--- config.mk ---
export PLATFORM = sky130hd
export DESIGN_NAME = bus_sync_arbiter
export DESIGN_NICKNAME = d
export VERILOG_FILES = /design/src/rtl/bus_sync_arbiter.sv
export SDC_FILE = /design/constraint.sdc
export NUM_CORES = 1
export LEC_CHECK = 0
export CORE_MARGIN = 2
export CORE_UTILIZATION = 54
export DETAILED_ROUTE_END_ITERATION = 16
export PLACE_DENSITY = 0.89
export RECOVER_POWER = 100
export SETUP_SLACK_MARGIN = 0.5
export SLEW_MARGIN = 30
export SYNTH_ARGS = -nofsm -noshare
export SYNTH_HDL_FRONTEND = slang
export SYNTH_SLANG_ARGS = --single-unit
--- constraint.sdc ---
create_clock -name src_clk -period 6.1 [get_ports src_clk]
set_input_delay 0.61 -clock src_clk [delete_from_list [all_inputs] [get_ports src_clk]]
set_output_delay 0.61 -clock src_clk [all_outputs]
set_load 0.005 [all_outputs]
--- src/rtl/bus_sync_arbiter.sv ---
// Round-robin source-side scheduler feeding one word-wide CDC bus synchronizer,
// spacing issues by GAP cycles. Define BUS_SYNC_ARB_STATS_EN to add issue/stall counters.
module bus_sync_arbiter #(
  parameter int unsigned NUM_REQ    = 4,
  parameter int unsigned DATA_WIDTH = 32,
  parameter int unsigned ID_WIDTH   = 2,
  parameter int unsigned GAP        = 6
) (
  input  logic                          src_clk,
  input  logic                          src_rstn,
  input  logic [NUM_REQ-1:0]            req,
  input  logic [NUM_REQ*DATA_WIDTH-1:0] req_data,
  output logic [NUM_REQ-1:0]            gnt,
  output logic [DATA_WIDTH-1:0]         sync_din,
  output logic                          sync_din_vld,
  output logic [ID_WIDTH-1:0]           sync_id,
  output logic                          busy
`ifdef BUS_SYNC_ARB_STATS_EN
  ,
  output logic [15:0]                   issue_cnt,
  output logic [15:0]                   stall_cnt
`endif
);

  localparam int unsigned CntW = $clog2(GAP);

  typedef enum logic [1:0] {StIdle, StIssue, StHoldoff} state_e;

  state_e                  state_q, state_d;
  logic [CntW-1:0]         cnt_q, cnt_d;
  logic [ID_WIDTH-1:0]     ptr_q, ptr_d;
  logic [NUM_REQ-1:0]      gnt_q, gnt_d;
  logic [DATA_WIDTH-1:0]   din_q;
  logic [ID_WIDTH-1:0]     id_q;
  logic                    vld_q;
  logic                    busy_q;

  logic                    win_found;
  logic [ID_WIDTH-1:0]     win_idx;
  logic [NUM_REQ-1:0]      win_oh;
  logic [DATA_WIDTH-1:0]   win_data;
  logic                    issue_go;
  int unsigned             arb_idx;

  // Scan requesters starting at the pointer; the first pending one wins.
  always_comb begin
    win_found = 1'b0;
    win_idx   = '0;
    win_oh    = '0;
    win_data  = '0;
    arb_idx   = 0;
    for (int unsigned i = 0; i < NUM_REQ; i++) begin
      arb_idx = (32'(ptr_q) + i) % NUM_REQ;
      if (!win_found && req[arb_idx]) begin
        win_found        = 1'b1;
        win_idx          = ID_WIDTH'(arb_idx);
        win_oh[arb_idx]  = 1'b1;
        win_data         = req_data[arb_idx*DATA_WIDTH +: DATA_WIDTH];
      end
    end
  end

  always_comb begin
    state_d  = state_q;
    cnt_d    = cnt_q;
    issue_go = 1'b0;
    unique case (state_q)
      StIdle: begin
        if (win_found) begin
          state_d  = StIssue;
          issue_go = 1'b1;
        end
      end
      StIssue: begin
        state_d = StHoldoff;
        cnt_d   = CntW'(GAP - 2);
      end
      StHoldoff: begin
        // Last spacing cycle doubles as the arbitration slot for back-to-back issues.
        if (cnt_q == '0) begin
          if (win_found) begin
            state_d  = StIssue;
            issue_go = 1'b1;
          end else begin
            state_d = StIdle;
          end
        end else begin
          cnt_d = cnt_q - 1'b1;
        end
      end
      default: state_d = StIdle;
    endcase
  end

  always_comb begin
    ptr_d = ptr_q;
    gnt_d = '0;
    if (issue_go) begin
      gnt_d = win_oh;
      ptr_d = (32'(win_idx) == NUM_REQ - 1) ? '0 : win_idx + 1'b1;
    end
  end

  always_ff @(posedge src_clk or negedge src_rstn) begin
    if (!src_rstn) begin
      state_q <= StIdle;
      cnt_q   <= '0;
      ptr_q   <= '0;
      gnt_q   <= '0;
      vld_q   <= 1'b0;
      din_q   <= '0;
      id_q    <= '0;
      busy_q  <= 1'b0;
    end else begin
      state_q <= state_d;
      cnt_q   <= cnt_d;
      ptr_q   <= ptr_d;
      gnt_q   <= gnt_d;
      vld_q   <= issue_go;
      busy_q  <= (state_d != StIdle);
      if (issue_go) begin
        din_q <= win_data;
        id_q  <= win_idx;
      end
    end
  end

  assign gnt          = gnt_q;
  assign sync_din     = din_q;
  assign sync_din_vld = vld_q;
  assign sync_id      = id_q;
  assign busy         = busy_q;

`ifdef BUS_SYNC_ARB_STATS_EN
  logic [15:0] issue_cnt_q, stall_cnt_q;
  logic        stall;

  // A pending request is stalled unless this is the arbitration slot of the window.
  assign stall = (|req) &&
                 ((state_q == StIssue) || ((state_q == StHoldoff) && (cnt_q != '0)));

  always_ff @(posedge src_clk or negedge src_rstn) begin
    if (!src_rstn) begin
      issue_cnt_q <= '0;
      stall_cnt_q <= '0;
    end else begin
      if (issue_go) begin
        issue_cnt_q <= issue_cnt_q + 16'd1;
      end
      if (stall && (stall_cnt_q != 16'hFFFF)) begin
        stall_cnt_q <= stall_cnt_q + 16'd1;
      end
    end
  end

  assign issue_cnt = issue_cnt_q;
  assign stall_cnt = stall_cnt_q;
`endif

endmodule

# After elaboration in Yosys (flattened, before gate mapping)
# Index checks and enable logic that the tools add are counted.
dict set report totals {
  ff_bits 47
  out_inout_bits 40
  word_cells 90
}
dict set report op_classes {
  add_sub_neg 5
  order_cmp 8
  n_eq_ne 4
  shifts 4
  muxes 43
  bitwise 3
  n_reduce_logical 15
}
# operator n
set op_table {}
lappend op_table {{$shiftx 128x8->32} 4}
lappend op_table {{$mux 32} 4}
lappend op_table {{$mux 4} 5}
lappend op_table {{$mux 1} 15}
lappend op_table {{$mux 2} 7}
lappend op_table {{$lt 2x3->1 const B} 4}
lappend op_table {{$or 4x4->4} 3}
lappend op_table {{$bmux 1 s2} 4}
lappend op_table {{$demux 1 s2} 4}
lappend op_table {{$ge 2x1->1 const B} 4}
lappend op_table {{$logic_and 1x1->1} 7}
lappend op_table {{$pmux 2 s3} 1}
lappend op_table {{$pmux 3 s2} 1}
lappend op_table {{$add 2x1->2 const B} 2}
lappend op_table {{$add 2x2->2 const B} 2}
lappend op_table {{$eq 2x2->1 const B} 2}
lappend op_table {{$reduce_bool 2->1} 2}
lappend op_table {{$logic_not 1->1} 3}
lappend op_table {{$logic_not 3->1} 1}
lappend op_table {{$mux 3} 1}
lappend op_table {{$sub 3x1->3 const B} 1}
lappend op_table {{$eq 2x1->1 const B} 1}
lappend op_table {{$logic_not 2->1} 1}
lappend op_table {{$ne 2x2->1 const B} 1}
lappend op_table {{2 further kinds} 2}

# Depth between registers and ports, before layout
# Gate-level depths: netlist (run 1).
dict set report depth {
  ltp_word 16
  ltp_mapped 14
  mapped_depth_nobuf 9
}

# Worst setup path before layout (run 1)
# Ideal clock, no wire load.
dict set report synth_timing {
  kind {register to register}
  from {reg ptr_q[1]}
  to {reg din_q[0] (netlist: sync_din[0])}
  setup_ns 0.130
  arrival_time_ns 3.357
  setup_slack_ns 2.613
  stages_incl_launch_ff 12
  synth_period_minus_slack_ns 3.487
  path_cell_list {dfrtp_1 buf_2 buf_1 buf_1 inv_1 ha_1 buf_2 clkbuf_1 mux4_2 a211o_1 o221ai_1 a31oi_1}
}
dict set report synth_via {
  elab_chain_len 15
  word_cells_on_any_way 32
  cone_classes {add/sub (3); shift (4); mux (19); reduce/logical (6)}
}
# item line_no
set synth_lines {}
lappend synth_lines {{start: declaration} 31} ;# logic [ID_WIDTH-1:0] ptr_q, ptr_d;
lappend synth_lines {{start signal: assignment} 117} ;# ptr_q <= ptr_d;
lappend synth_lines {{parallel branches: the longest is 15 deep, another holds $add 2x1->2} --}
lappend synth_lines {{end signal: assignment} 122} ;# din_q <= win_data;
lappend synth_lines {{end: declaration} 33} ;# logic [DATA_WIDTH-1:0] din_q;
# Several ways; the timed one is not identified. The select of a mux whose other input is x is not followed.
# A chain may end at the register's enable or synchronous reset.

# Worst setup path in the final report (run 1)
dict set report layout_timing {
  from {reg ptr_q[0]}
  to {reg ptr_q[0]}
}
dict set report layout_via {
  elab_chain_len 15
  word_cells_on_any_way 31
  cone_classes {add/sub (4); eq/ne (1); mux (20); reduce/logical (6)}
}
# item
set layout_lines {}
lappend layout_lines {{parallel branches: the longest is 15 deep, another holds $add 2x1->2}}
# Several ways; the timed one is not identified. The select of a mux whose other input is x is not followed.

==> qor.txt, run 1 <==
========================================================================================
Die outline height ........................................................     111.2 um
Starting utilization of the core area .....................................       54.83%
Post-Synthesis Net Count ..................................................          667
Sum of routed wire length over all layers .................................     17.70 mm
Largest net degree at the start of global routing .........................           73
Port Buffer Count .........................................................          173
Number of cells upsized or downsized after cts ............................            0
Fin. Hold Viols ...........................................................            0
Setup repair after global routing missed its margin .......................           no
Initial DRC Count .........................................................          545
Vias per cell .............................................................        7.332
Flip-flop and latch count after synthesis .................................           47
Top cell type's share of synthesized area .................................       47.89%
Worst skew pair latency ...................................................      0.29 ns
Post-DR wirelength/cell ...................................................     22.46 um
Min cycle time layout .....................................................     4.489 ns
Initial antenna violation count ...........................................            0
Cell at the root of the clock tree ........................................ sky130_fd_sc_hd__clkbuf_16
Via total after detailed routing ..........................................         5778
Worst R2R Start ...........................................................     ptr_q[0]
Fill cell instance count of the final layout ..............................          775
Total number of yosys warnings ............................................            0
Hold crit path type ....................................................... flip-flop to flip-flop
Final number of setup-violating endpoints .................................            0
Worst setup path end ......................................................     ptr_q[0]
Depth of the CTS H-tree ...................................................            2
Max-slew violation total from the final report ............................           48
Maximum vdd drop ..........................................................    0.4497 mV
Critical path class ....................................................... flip-flop to flip-flop
Placed Area ............................................................... 0.007894 mm2
Worst setup path startpoint ...............................................     ptr_q[0]
Highest net fanout along the worst path ...................................           47
Clock slew seen by the registers of the worst setup and hold paths ........      0.07 ns
Startpoint Class ..........................................................    flip-flop
# diodes ..................................................................            0
Inserted Clock Buffers ....................................................            5
Overall Global Routing Usage ..............................................       28.87%
DRC .......................................................................            0
Final layout net count ....................................................          787
Post-route design area .................................................... 0.008053 mm2
Setup_tns .................................................................         0 ns
Maximum count of clock buffers along a single path ........................            2
Largest cells by area after synthesis ..................................... sky130_fd_sc_hd__mux4_2 48%, sky130_fd_sc_hd__dfrtp_1 19%, sky130_fd_sc_hd__a211o_1 4.2%
Fin crit share ............................................................       73.59%
CTS tree ..................................................................         done
Global placer's final weighted congestion .................................       0.7928
Per-instance average area after synthesis .................................    11.85 um2
Total leakage power .......................................................     2.777 nW
Hold bufs inserted after CTS ..............................................            0
Part of the Yosys area used for sequential elements .......................       18.95%
Met3 demand-to-capacity share in global routing ...........................       3.609%
Post-Synthesis Cell Area .................................................. 0.006207 mm2
PwrDens ................................................................... 535.8 mW/mm2
Via count of the first global-routing pass ................................         5996
Number of sinks handled by clock tree synthesis ...........................           47
Dominant synthesized flop cell ............................................ sky130_fd_sc_hd__dfrtp_1
Length in cells of the worst reg-to-reg path ..............................            8
Placeable core area .......................................................  0.01132 mm2
Violations in the final reports ........................................... capacitance limit, slew limit
DIE WIDTH .................................................................     111.2 um
Worst slack after detailed placement ......................................     1.894 ns
Distinct cell type count of the synthesized netlist .......................           37
Number of violations of the max-capacitance limit .........................            1
Antenna Nets Post-Route ...................................................            0
Number of enable flip-flop cells after synthesis ..........................            0
Commonest cells after routing, fill and taps aside ........................ 132 x sky130_fd_sc_hd__mux4_2, 132 x sky130_fd_sc_hd__clkdlybuf4s50_1, 50 x sky130_fd_sc_hd__nand2_1
# IOs .....................................................................          174
Met2 capacity usage during global routing .................................       50.57%
Least setup slack across all paths after layout ...........................     1.611 ns
Total half-perimeter wirelength after legalization and detailed placement .     12.09 mm
Ys async rst share ........................................................       100.0%
CP endpoint kind ..........................................................    flip-flop
Highest achievable clock rate .............................................    222.8 MHz
Global-route wire length before repair ....................................     29.39 mm
Total die area ............................................................  0.01237 mm2
CP Data Arrival Time ......................................................      4.67 ns
Leading area contributor after synthesis .................................. sky130_fd_sc_hd__mux4_2
Actual slew at the worst max-slew pin .....................................     2.442 ns
Pre-Repair DR Iteration Count .............................................            5
Area growth from synthesis to final layout ................................       29.73%
Site Rows .................................................................           39
Total gr overflow .........................................................            0
Met1 track demand over resource ...........................................       36.66%
Max-Slew Margin vs Limit ..................................................      -62.82%
Post-synthesis instance total .............................................          524
Gr busiest metal ..........................................................         met2
Outcome ................................................................... finished with violations
Capture point of the worst reg-to-reg path ................................     ptr_q[0]
Register-to-Register Setup Slack ..........................................      1.61 ns
Total setup buffers inserted after CTS ....................................            0
Share of cells above drive strength 1 .....................................       23.57%
Required time reported for the critical path endpoint .....................      6.28 ns
Worst-case clock skew .....................................................  0.005158 ns
========================================================================================
-- worst min-delay path by stage --
stage	startpoint	end	slack, ns	cells after the start
CTS	src_rstn	sync_din[22]	0.35	1
global route	cnt_q[1]	cnt_q[1]	0.55	1
global placement	cnt_q[2]	cnt_q[2]	0.46	2
floorplan	src_rstn	busy	0.31	0
finish	cnt_q[2]	cnt_q[2]	0.51	2
detailed placement	cnt_q[2]	cnt_q[2]	0.48	2
-- state kept, by name, indices dropped and copies added (netlist names) --
| name | flops |
|---|---|
| sync_din | 32 |
| gnt | 4 |
| cnt_q | 3 |
| ptr_q | 2 |
| state_q | 2 |
| sync_id | 2 |
| busy | 1 |
| sync_din_vld | 1 |
-- layout make-up --
cell class | count | area [um2] | share of cell area, %
repair buffers | 180 | 1785 | 22.17
inverters | 8 | 30.03 | 0.3729
well taps | 143 | 178.9 | 2.222
multi-input cells | 402 | 4705 | 58.42
clock inverters | 3 | 47.55 | 0.5904
flip-flops and latches | 47 | 1181 | 14.67
clock buffers | 5 | 125.1 | 1.554
-- layer usage --
metal,vias up,share of wire [%]
met4,0,3.5
li1,2439,-
met2,390,52
met3,67,8.1
met5,-,0
met1,2882,36
-- kinds of logic (layout without fill, tap and decap cells) --
logic type	Yosys count	in the layout	synth area share [%]
fa+ha+maj	9	9	1.814
buf+inv	75	196	5.382
mux	136	136	48.64
simple gates	126	126	9.212
compound gates	131	131	16.00
flops	47	47	18.95
-- power by group --
part           leakage, nW  total, mW  switching, mW  internal [mW]
logic                 2.15       3.36           1.62           1.75
registers            0.539      0.630          0.149          0.481
clock network       0.0844      0.321          0.126          0.196
total                 2.78       4.31           1.89           2.42
-- cell usage after synthesis (all sizes together) (2+ instances only) --
master,count
a22o,2
nand2,50
nand2b,3
a31oi,34
o21ai,15
or2,2
ha,9
a211o,30
nor3,2
a21boi,4
a221o,4
mux4,132
a21oi,2
mux2,2
and2,30
o31a,2
nor2,35
o211ai,2
o221ai,30
mux2i,2
buf,25
clkbuf,42
inv,8
dfrtp,47
-- critical path, stage by stage (launching register included) --
cell and delay, ns:
sky130_fd_sc_hd__dfrtp_4 0.78, sky130_fd_sc_hd__inv_1 0.23, sky130_fd_sc_hd__ha_1 0.39, sky130_fd_sc_hd__mux4_2 0.91, sky130_fd_sc_hd__or2_0 0.26, sky130_fd_sc_hd__o31a_1 0.85, sky130_fd_sc_hd__buf_4 0.55, sky130_fd_sc_hd__o21ai_0 0.16
sky130_fd_sc_hd__a32o_1 0.23
-- per-stage QoR --
stage	util [%]	hold WS, ns	std cells	power (mW)
after floorplan	-	0.3144	524	3.227
after global placement	69.71	0.4591	780	3.885
after detailed placement	69.73	0.4823	780	4.050
after CTS	71.25	0.3454	788	4.384
after global routing	71.13	0.5473	788	4.628
final	71.13	0.5052	788	4.315
Power figures use the tool's default switching activity.
==> run 2: changes to the inputs <==
--- a/config.mk
+++ b/config.mk
@@ -6,9 +6,9 @@
 export NUM_CORES = 1
 export LEC_CHECK = 0
 export CORE_MARGIN = 2
-export CORE_UTILIZATION = 54
+export CORE_UTILIZATION = 50
 export DETAILED_ROUTE_END_ITERATION = 16
-export PLACE_DENSITY = 0.89
+export PLACE_DENSITY = 0.83
 export RECOVER_POWER = 100
 export SETUP_SLACK_MARGIN = 0.5
 export SLEW_MARGIN = 30
==> constraint.sdc (replaced) <==
create_clock -name src_clk -period 4.3 [get_ports src_clk]
set_input_delay 0.43 -clock src_clk [delete_from_list [all_inputs] [get_ports src_clk]]
set_output_delay 0.43 -clock src_clk [all_outputs]
set_load 0.005 [all_outputs]
==> run 2 against run 1 <==
Net effect:
- the run still ends with capacitance limit, slew limit left
- global-route usage fell by 1.5 points
- final cell count increased by 4.2%
- cell area grew 0.89%
- sequential power up 44%
- critical path depth increased by 1
- total power increased by 43%
- clock-buffer cell count increased by 2
- clock skew rose by 0.00051 ns
- combinational power rose by 44%
- first-iteration DRC count decreased by 3.5%
- critical path type unchanged
- critical endpoint is now sync_din[11]
==> qor.txt, run 2 (same netlist as run 1, synthesis figures left out) <==
========================================================================================
Length in cells of the worst reg-to-reg path ..............................            9   +1
PwrDens ................................................................... 757.5 mW/mm2   +41%
Inserted Clock Buffers ....................................................            5   unchanged
DIE WIDTH .................................................................     115.4 um   +3.8%
Total net switching power .................................................     2.694 mW   +42%
Fin. Hold Viols ...........................................................            0   unchanged
Initial DRC Count .........................................................          526   -3.5%
Critical Path Slowest Stage Cell .......................................... sky130_fd_sc_hd__dfrtp_4
DRC .......................................................................            0   unchanged
Worst-case clock skew .....................................................  0.005667 ns   +0.0005082 ns
Worst skew pair latency ...................................................      0.29 ns   about the same
Largest register FFs ......................................................           32   unchanged
CP endpoint kind ..........................................................    flip-flop
Hold crit path type ....................................................... flip-flop to flip-flop
Placed Area ............................................................... 0.007979 mm2   +1.1%
Pre-Repair DR Iteration Count .............................................            5   unchanged
Violations in the final reports ........................................... capacitance limit, slew limit
Startpoint Class ..........................................................    flip-flop
Site Rows .................................................................           40   +2.6%
Highest net fanout along the worst path ...................................           33   -30%
Worst hold margin .........................................................    0.4954 ns   -0.009778 ns
Via count of the first global-routing pass ................................         5841   -2.6%
Starting utilization of the core area .....................................       51.46%   -3.4 points
Setup_tns .................................................................         0 ns   unchanged
Hold bufs inserted after CTS ..............................................            0   unchanged
CP max stage delay ........................................................      0.72 ns   -0.19 ns
Outcome ................................................................... finished with violations
Sum of routed wire length over all layers .................................     18.08 mm   +2.2%
Overall Global Routing Usage ..............................................       27.41%   -1.5 points
# diodes ..................................................................            0   unchanged
Die outline height ........................................................     115.4 um   +3.8%
Cells along the critical path ............................................. inv_1 > ha_4 > mux4_2 > buf_4 > nor2_1 > o21ai_1 > buf_4 > o221ai_1 > a31oi_1
Maximum count of clock buffers along a single path ........................            2   unchanged
Number of violations of the max-capacitance limit .........................            1   unchanged
Total Power Consumption ...................................................     6.154 mW   +43%
Via total after detailed routing ..........................................         5767   -0.19%
Placeable core area .......................................................  0.01206 mm2   +6.5%
Final number of setup-violating endpoints .................................            0   unchanged
Min cycle time layout .....................................................     3.746 ns   -0.7431 ns
Internal ..................................................................     3.460 mW   +43%
Cell depth of the worst setup path ........................................            9   +1
Sequential share of power .................................................        14.7%   about the same
Total instance count after detailed placement .............................          812   +4.1%
Highest achievable clock rate .............................................    266.9 MHz   +20%
Max-slew violation total from the final report ............................           48   unchanged
Total half-perimeter wirelength after legalization and detailed placement .     12.67 mm   +4.8%
Global placer's final weighted congestion .................................       0.8793   +11%
Number of cells upsized or downsized after cts ............................            0   unchanged
Number of sinks handled by clock tree synthesis ...........................           47   unchanged
Post-DR wirelength/cell ...................................................     22.03 um   -1.9%
CP Data Arrival Time ......................................................      3.96 ns   -0.71 ns
Clock slew seen by the registers of the worst setup and hold paths ........      0.07 ns   about the same
Total leakage power .......................................................     2.801 nW   +0.87%
# IOs .....................................................................          174   unchanged
Count of cells along the worst hold path ..................................            2   unchanged
Max-Slew Margin vs Limit ..................................................      -70.27%   -7.5 points
Total die area ............................................................  0.01332 mm2   +7.7%
Total gr overflow .........................................................            0   unchanged
Initial antenna violation count ...........................................            0   unchanged
Maximum vdd drop ..........................................................    0.5667 mV   +26%
Required time reported for the critical path endpoint .....................      4.51 ns   -1.77 ns
Global-route wire length before repair ....................................     29.18 mm   -0.70%
CP Buf/Inv Count ..........................................................            3   +1
CTS tree ..................................................................         done
Final layout net count ....................................................          795   +1.0%
Cell at the root of the clock tree ........................................ sky130_fd_sc_hd__clkbuf_16
Most used cell, CP ........................................................ sky130_fd_sc_hd__buf_4
Largest net degree at the start of global routing .........................           76   +4.1%
Vias per cell .............................................................        7.024   -4.2%
Clock share of power ......................................................         6.5%   -0.9 points
Port Buffer Count .........................................................          173   unchanged
Commonest cells after routing, fill and taps aside ........................ 132 x sky130_fd_sc_hd__mux4_2, 132 x sky130_fd_sc_hd__clkdlybuf4s50_1, 50 x sky130_fd_sc_hd__nand2_1
Combinational share of power ..............................................        78.8%   +0.9 points
CP delay by family, top ................................................... compound AO/OA/AOI/OAI gates
Antenna Nets Post-Route ...................................................            0   unchanged
Actual slew at the worst max-slew pin .....................................     2.554 ns   +0.1118 ns
Share of cells above drive strength 1 .....................................       24.50%   +0.94 points
Number of standard cells in the layout, taps in and fillers out ...........          821   +4.2%
Critical path class ....................................................... flip-flop to flip-flop
Fin crit share ............................................................       87.12%   +14 points
Setup repair after global routing missed its margin .......................           no
Total setup buffers inserted after CTS ....................................            0   unchanged
Post-route design area .................................................... 0.008124 mm2   +0.89%
Proportion of total power due to net switching ............................       43.77%   -0.053 points
Area growth from synthesis to final layout ................................       30.88%
Depth of the CTS H-tree ...................................................            2   unchanged
========================================================================================
run 2: worst paths after layout:
path | from | end | slack (ns)
setup / recovery | ptr_q[0] | sync_din[11] | 0.55
hold / removal | cnt_q[2] | cnt_q[2] | 0.50
setup reg to reg | ptr_q[0] | sync_din[11] | 0.55
hold reg to reg | cnt_q[2] | cnt_q[2] | 0.50
max in group asynchronous | src_rstn | ptr_q[0] | 1.47
min in group asynchronous | src_rstn | sync_din[24] | 1.03
run 2: worst min-delay path: stages, from the launching register on:
cell and delay, ns:
sky130_fd_sc_hd__dfrtp_1 0.36, sky130_fd_sc_hd__nand2_1 0.06, sky130_fd_sc_hd__nand2_1 0.05
run 2: stage by stage:
stage	worst slack, ns	util (%)
after floorplan	0.8129	-
after global placement	0.8581	66.12
after detailed placement	0.7473	66.15
after CTS	0.7218	67.38
after global routing	0.2948	67.35
final	0.5539	67.35
run 2: cell type report:
type                            instances  area, um2
Inverter                                8      30.03
Sequential cell                        47       1181
Multi-Input combinational cell        403       4723
Clock inverter                          1      5.005
Timing Repair Buffer                  187       1832
Clock buffer                            7      142.6
Tap cell                              168      210.2
Fill cell                             888       3938
run 2: power groups by stage:
stage / registers, mW / logic [mW] / clock network, mW
after floorplan: 0.811 / 3.77 / 0
after global placement: 0.907 / 4.67 / 0
after detailed placement: 0.918 / 4.89 / 0
after CTS: 0.914 / 4.90 / 0.397
after global routing: 0.939 / 5.26 / 0.415
final: 0.906 / 4.85 / 0.397
run 2: metal layers:
layer | up-vias | share of wire (%) | global-route usage, % | wire [um]
li1 | 2447 | - | - | -
met1 | 2921 | 37 | 35.57 | 6661
met2 | 345 | 53 | 47.25 | 9554
met3 | 54 | 7.9 | 4.184 | 1421
met4 | 0 | 2.5 | 9.799 | 446
met5 | - | 0 | 0 | 0
==> run 3: changes to the inputs <==
--- a/config.mk
+++ b/config.mk
@@ -5,7 +5,7 @@
 export SDC_FILE = /design/constraint.sdc
 export NUM_CORES = 1
 export LEC_CHECK = 0
-export CORE_MARGIN = 2
+export CORE_MARGIN = 5
 export CORE_UTILIZATION = 50
 export DETAILED_ROUTE_END_ITERATION = 16
 export PLACE_DENSITY = 0.83
==> run 3 against run 2 <==
Net effect:
- the flow still finishes with violations (capacitance limit, slew limit)
- sequential share of layout area about the same
- clock power decreased by 2%
- fmax grew 4.5%
- clock-buffer cell count down 1
- via count is 0.99% lower
- non-clock buffer count unchanged
- sequential cell count is the same
- hold slack got worse by 0.0098 ns
- highest routed layer unchanged
==> qor.txt, run 3 (same netlist as run 1, synthesis figures left out) <==
========================================================================================
Total Power Consumption ...................................................     6.106 mW   -0.77%
# diodes ..................................................................            0   unchanged
# IOs .....................................................................          174   unchanged
DIE WIDTH .................................................................     121.4 um   +5.2%
Commonest cells after routing, fill and taps aside ........................ 132 x sky130_fd_sc_hd__mux4_2, 132 x sky130_fd_sc_hd__clkdlybuf4s50_1, 50 x sky130_fd_sc_hd__nand2_1
Total gr overflow .........................................................            0   unchanged
Worst-case clock skew .....................................................  0.005920 ns   +0.0002534 ns
Cell at the root of the clock tree ........................................ sky130_fd_sc_hd__clkbuf_16
Placeable core area .......................................................  0.01211 mm2   +0.41%
Site Rows .................................................................           40   unchanged
Max-slew violation total from the final report ............................           48   unchanged
Largest net degree at the start of global routing .........................           73   -3.9%
Maximum vdd drop ..........................................................    0.5610 mV   -1.0%
Share of cells above drive strength 1 .....................................       24.54%   +0.038 points
Final number of setup-violating endpoints .................................            0   unchanged
Count of cells along the worst hold path ..................................            2   unchanged
Clock slew seen by the registers of the worst setup and hold paths ........      0.07 ns   about the same
Post-DR wirelength/cell ...................................................     22.10 um   +0.31%
Critical path class ....................................................... flip-flop to flip-flop
Global-route wire length before repair ....................................     30.18 mm   +3.4%
Area occupied by multi-input gates ........................................ 0.004726 mm2   about the same
Total die area ............................................................  0.01474 mm2   +11%
Initial DRC Count .........................................................          571   +8.6%
Max-Slew Margin vs Limit ..................................................      -78.38%   -8.1 points
CP max stage delay ........................................................      0.93 ns   +0.21 ns
Largest register FFs ......................................................           32   unchanged
Highest net fanout along the worst path ...................................           47   +42%
Maximum count of clock buffers along a single path ........................            2   unchanged
Setup_tns .................................................................         0 ns   unchanged
Vias per cell .............................................................        6.963   -0.87%
DRC .......................................................................            0   unchanged
Length in cells of the worst reg-to-reg path ..............................            6   -3
Hold bufs inserted after CTS ..............................................            0   unchanged
Final layout net count ....................................................          794   -0.13%
Violations in the final reports ........................................... capacitance limit, slew limit
Overall Global Routing Usage ..............................................       25.19%   -2.2 points
Port Buffer Count .........................................................          173   unchanged
Number of cells upsized or downsized after cts ............................            0   unchanged
Outcome ................................................................... finished with violations
Inserted Clock Buffers ....................................................            5   unchanged
Via count of the first global-routing pass ................................         6035   +3.3%
Die outline height ........................................................     121.4 um   +5.2%
Pre-Repair DR Iteration Count .............................................            5   unchanged
Hold crit path type ....................................................... flip-flop to flip-flop
Starting utilization of the core area .....................................       51.25%   -0.21 points
CTS tree ..................................................................         done
Cells along the critical path ............................................. clkbuf_2 > mux4_2 > o21ai_2 > buf_4 > o221ai_1 > a31oi_1
Highest achievable clock rate .............................................    278.9 MHz   +4.5%
Total setup buffers inserted after CTS ....................................            0   unchanged
Required time reported for the critical path endpoint .....................      4.50 ns   about the same
CP Data Arrival Time ......................................................      3.79 ns   -0.17 ns
Total leakage power .......................................................     2.803 nW   about the same
Critical Path Slowest Stage Cell .......................................... sky130_fd_sc_hd__clkbuf_2
Sum of routed wire length over all layers .................................     18.12 mm   +0.19%
Setup repair after global routing missed its margin .......................           no
Via total after detailed routing ..........................................         5710   -0.99%
Startpoint Class ..........................................................    flip-flop
Fin crit share ............................................................       83.37%   -3.7 points
Actual slew at the worst max-slew pin .....................................     2.676 ns   +0.1216 ns
PwrDens ................................................................... 751.5 mW/mm2   -0.78%
Number of violations of the max-capacitance limit .........................            1   unchanged
Fin. Hold Viols ...........................................................            0   unchanged
Area growth from synthesis to final layout ................................       30.90%   about the same
Global placer's final weighted congestion .................................       0.9075   +3.2%
Depth of the CTS H-tree ...................................................            2   unchanged
Min cycle time layout .....................................................     3.585 ns   -0.1611 ns
Number of sinks handled by clock tree synthesis ...........................           47   unchanged
Initial antenna violation count ...........................................            0   unchanged
Total half-perimeter wirelength after legalization and detailed placement .     13.04 mm   +2.9%
Worst skew pair latency ...................................................      0.29 ns   about the same
Sequential cell area ...................................................... 0.001181 mm2   unchanged
CP endpoint kind ..........................................................    flip-flop
Fill cell instance count of the final layout ..............................          923   +3.9%
Antenna Nets Post-Route ...................................................            0   unchanged
========================================================================================
## run 3: final timing paths
path	from	end	slack, ns
worst max-delay path	ptr_q[1]	sync_din[19]	0.71
max in group asynchronous	src_rstn	ptr_q[0]	1.34
worst max register to register	ptr_q[1]	sync_din[19]	0.71
worst min register to register	cnt_q[2]	cnt_q[2]	0.49
min in group asynchronous	src_rstn	sync_din[14]	1.09
worst min-delay path	cnt_q[2]	cnt_q[2]	0.49
## run 3: layout make-up
type,count,area share (%)
multi-input cells,402,58.16
repair buffers,187,22.61
flip-flops and latches,47,14.54
well taps,168,2.587
clock buffers,6,1.586
inverters,8,0.3696
clock inverters,2,0.1540
## run 3: where the power goes
group / leakage (nW) / internal (mW) / switching (mW)
Clock: 0.0669 / 0.215 / 0.175
Sequential: 0.539 / 0.683 / 0.145
Combinational: 2.20 / 2.55 / 2.34
## run 3: layer usage
metal  global-route usage [%]  up-vias  wire length [um]  part of all wire, %
met5                        0        -                 0                    0
met4                    9.384        0               518                  2.9
met3                    3.683       43              1244                  6.9
met2                    46.01      294             10030                   55
met1                    29.94     2919              6323                   35
li1                         -     2454                 -                    -
## run 3: per-stage QoR
| step | worst slack (ns) | utilization [%] | hold slack (ns) | cell area, um2 | cells |
|---|---|---|---|---|---|
| after CTS | 1.122 | 67.11 | 0.2786 | 8128 | 820 |
| final | 0.7150 | 67.09 | 0.4855 | 8125 | 820 |
| after floorplan | 0.8129 | - | 0.1344 | 6207 | 524 |
| after global placement | 1.195 | 65.85 | 0.4537 | 7975 | 812 |
| after global routing | 0.5097 | 67.09 | 0.5271 | 8125 | 820 |
| after detailed placement | 1.145 | 65.94 | 0.4760 | 7986 | 812 |
## run 3: worst max-delay path, delay by kind of cell, from the launching register on
family	cells	cell delay, ns
buffers and inverters	2	1.29
muxes	1	0.81
AOI/OAI and AO/OA	3	1.00
DFF	1	0.37
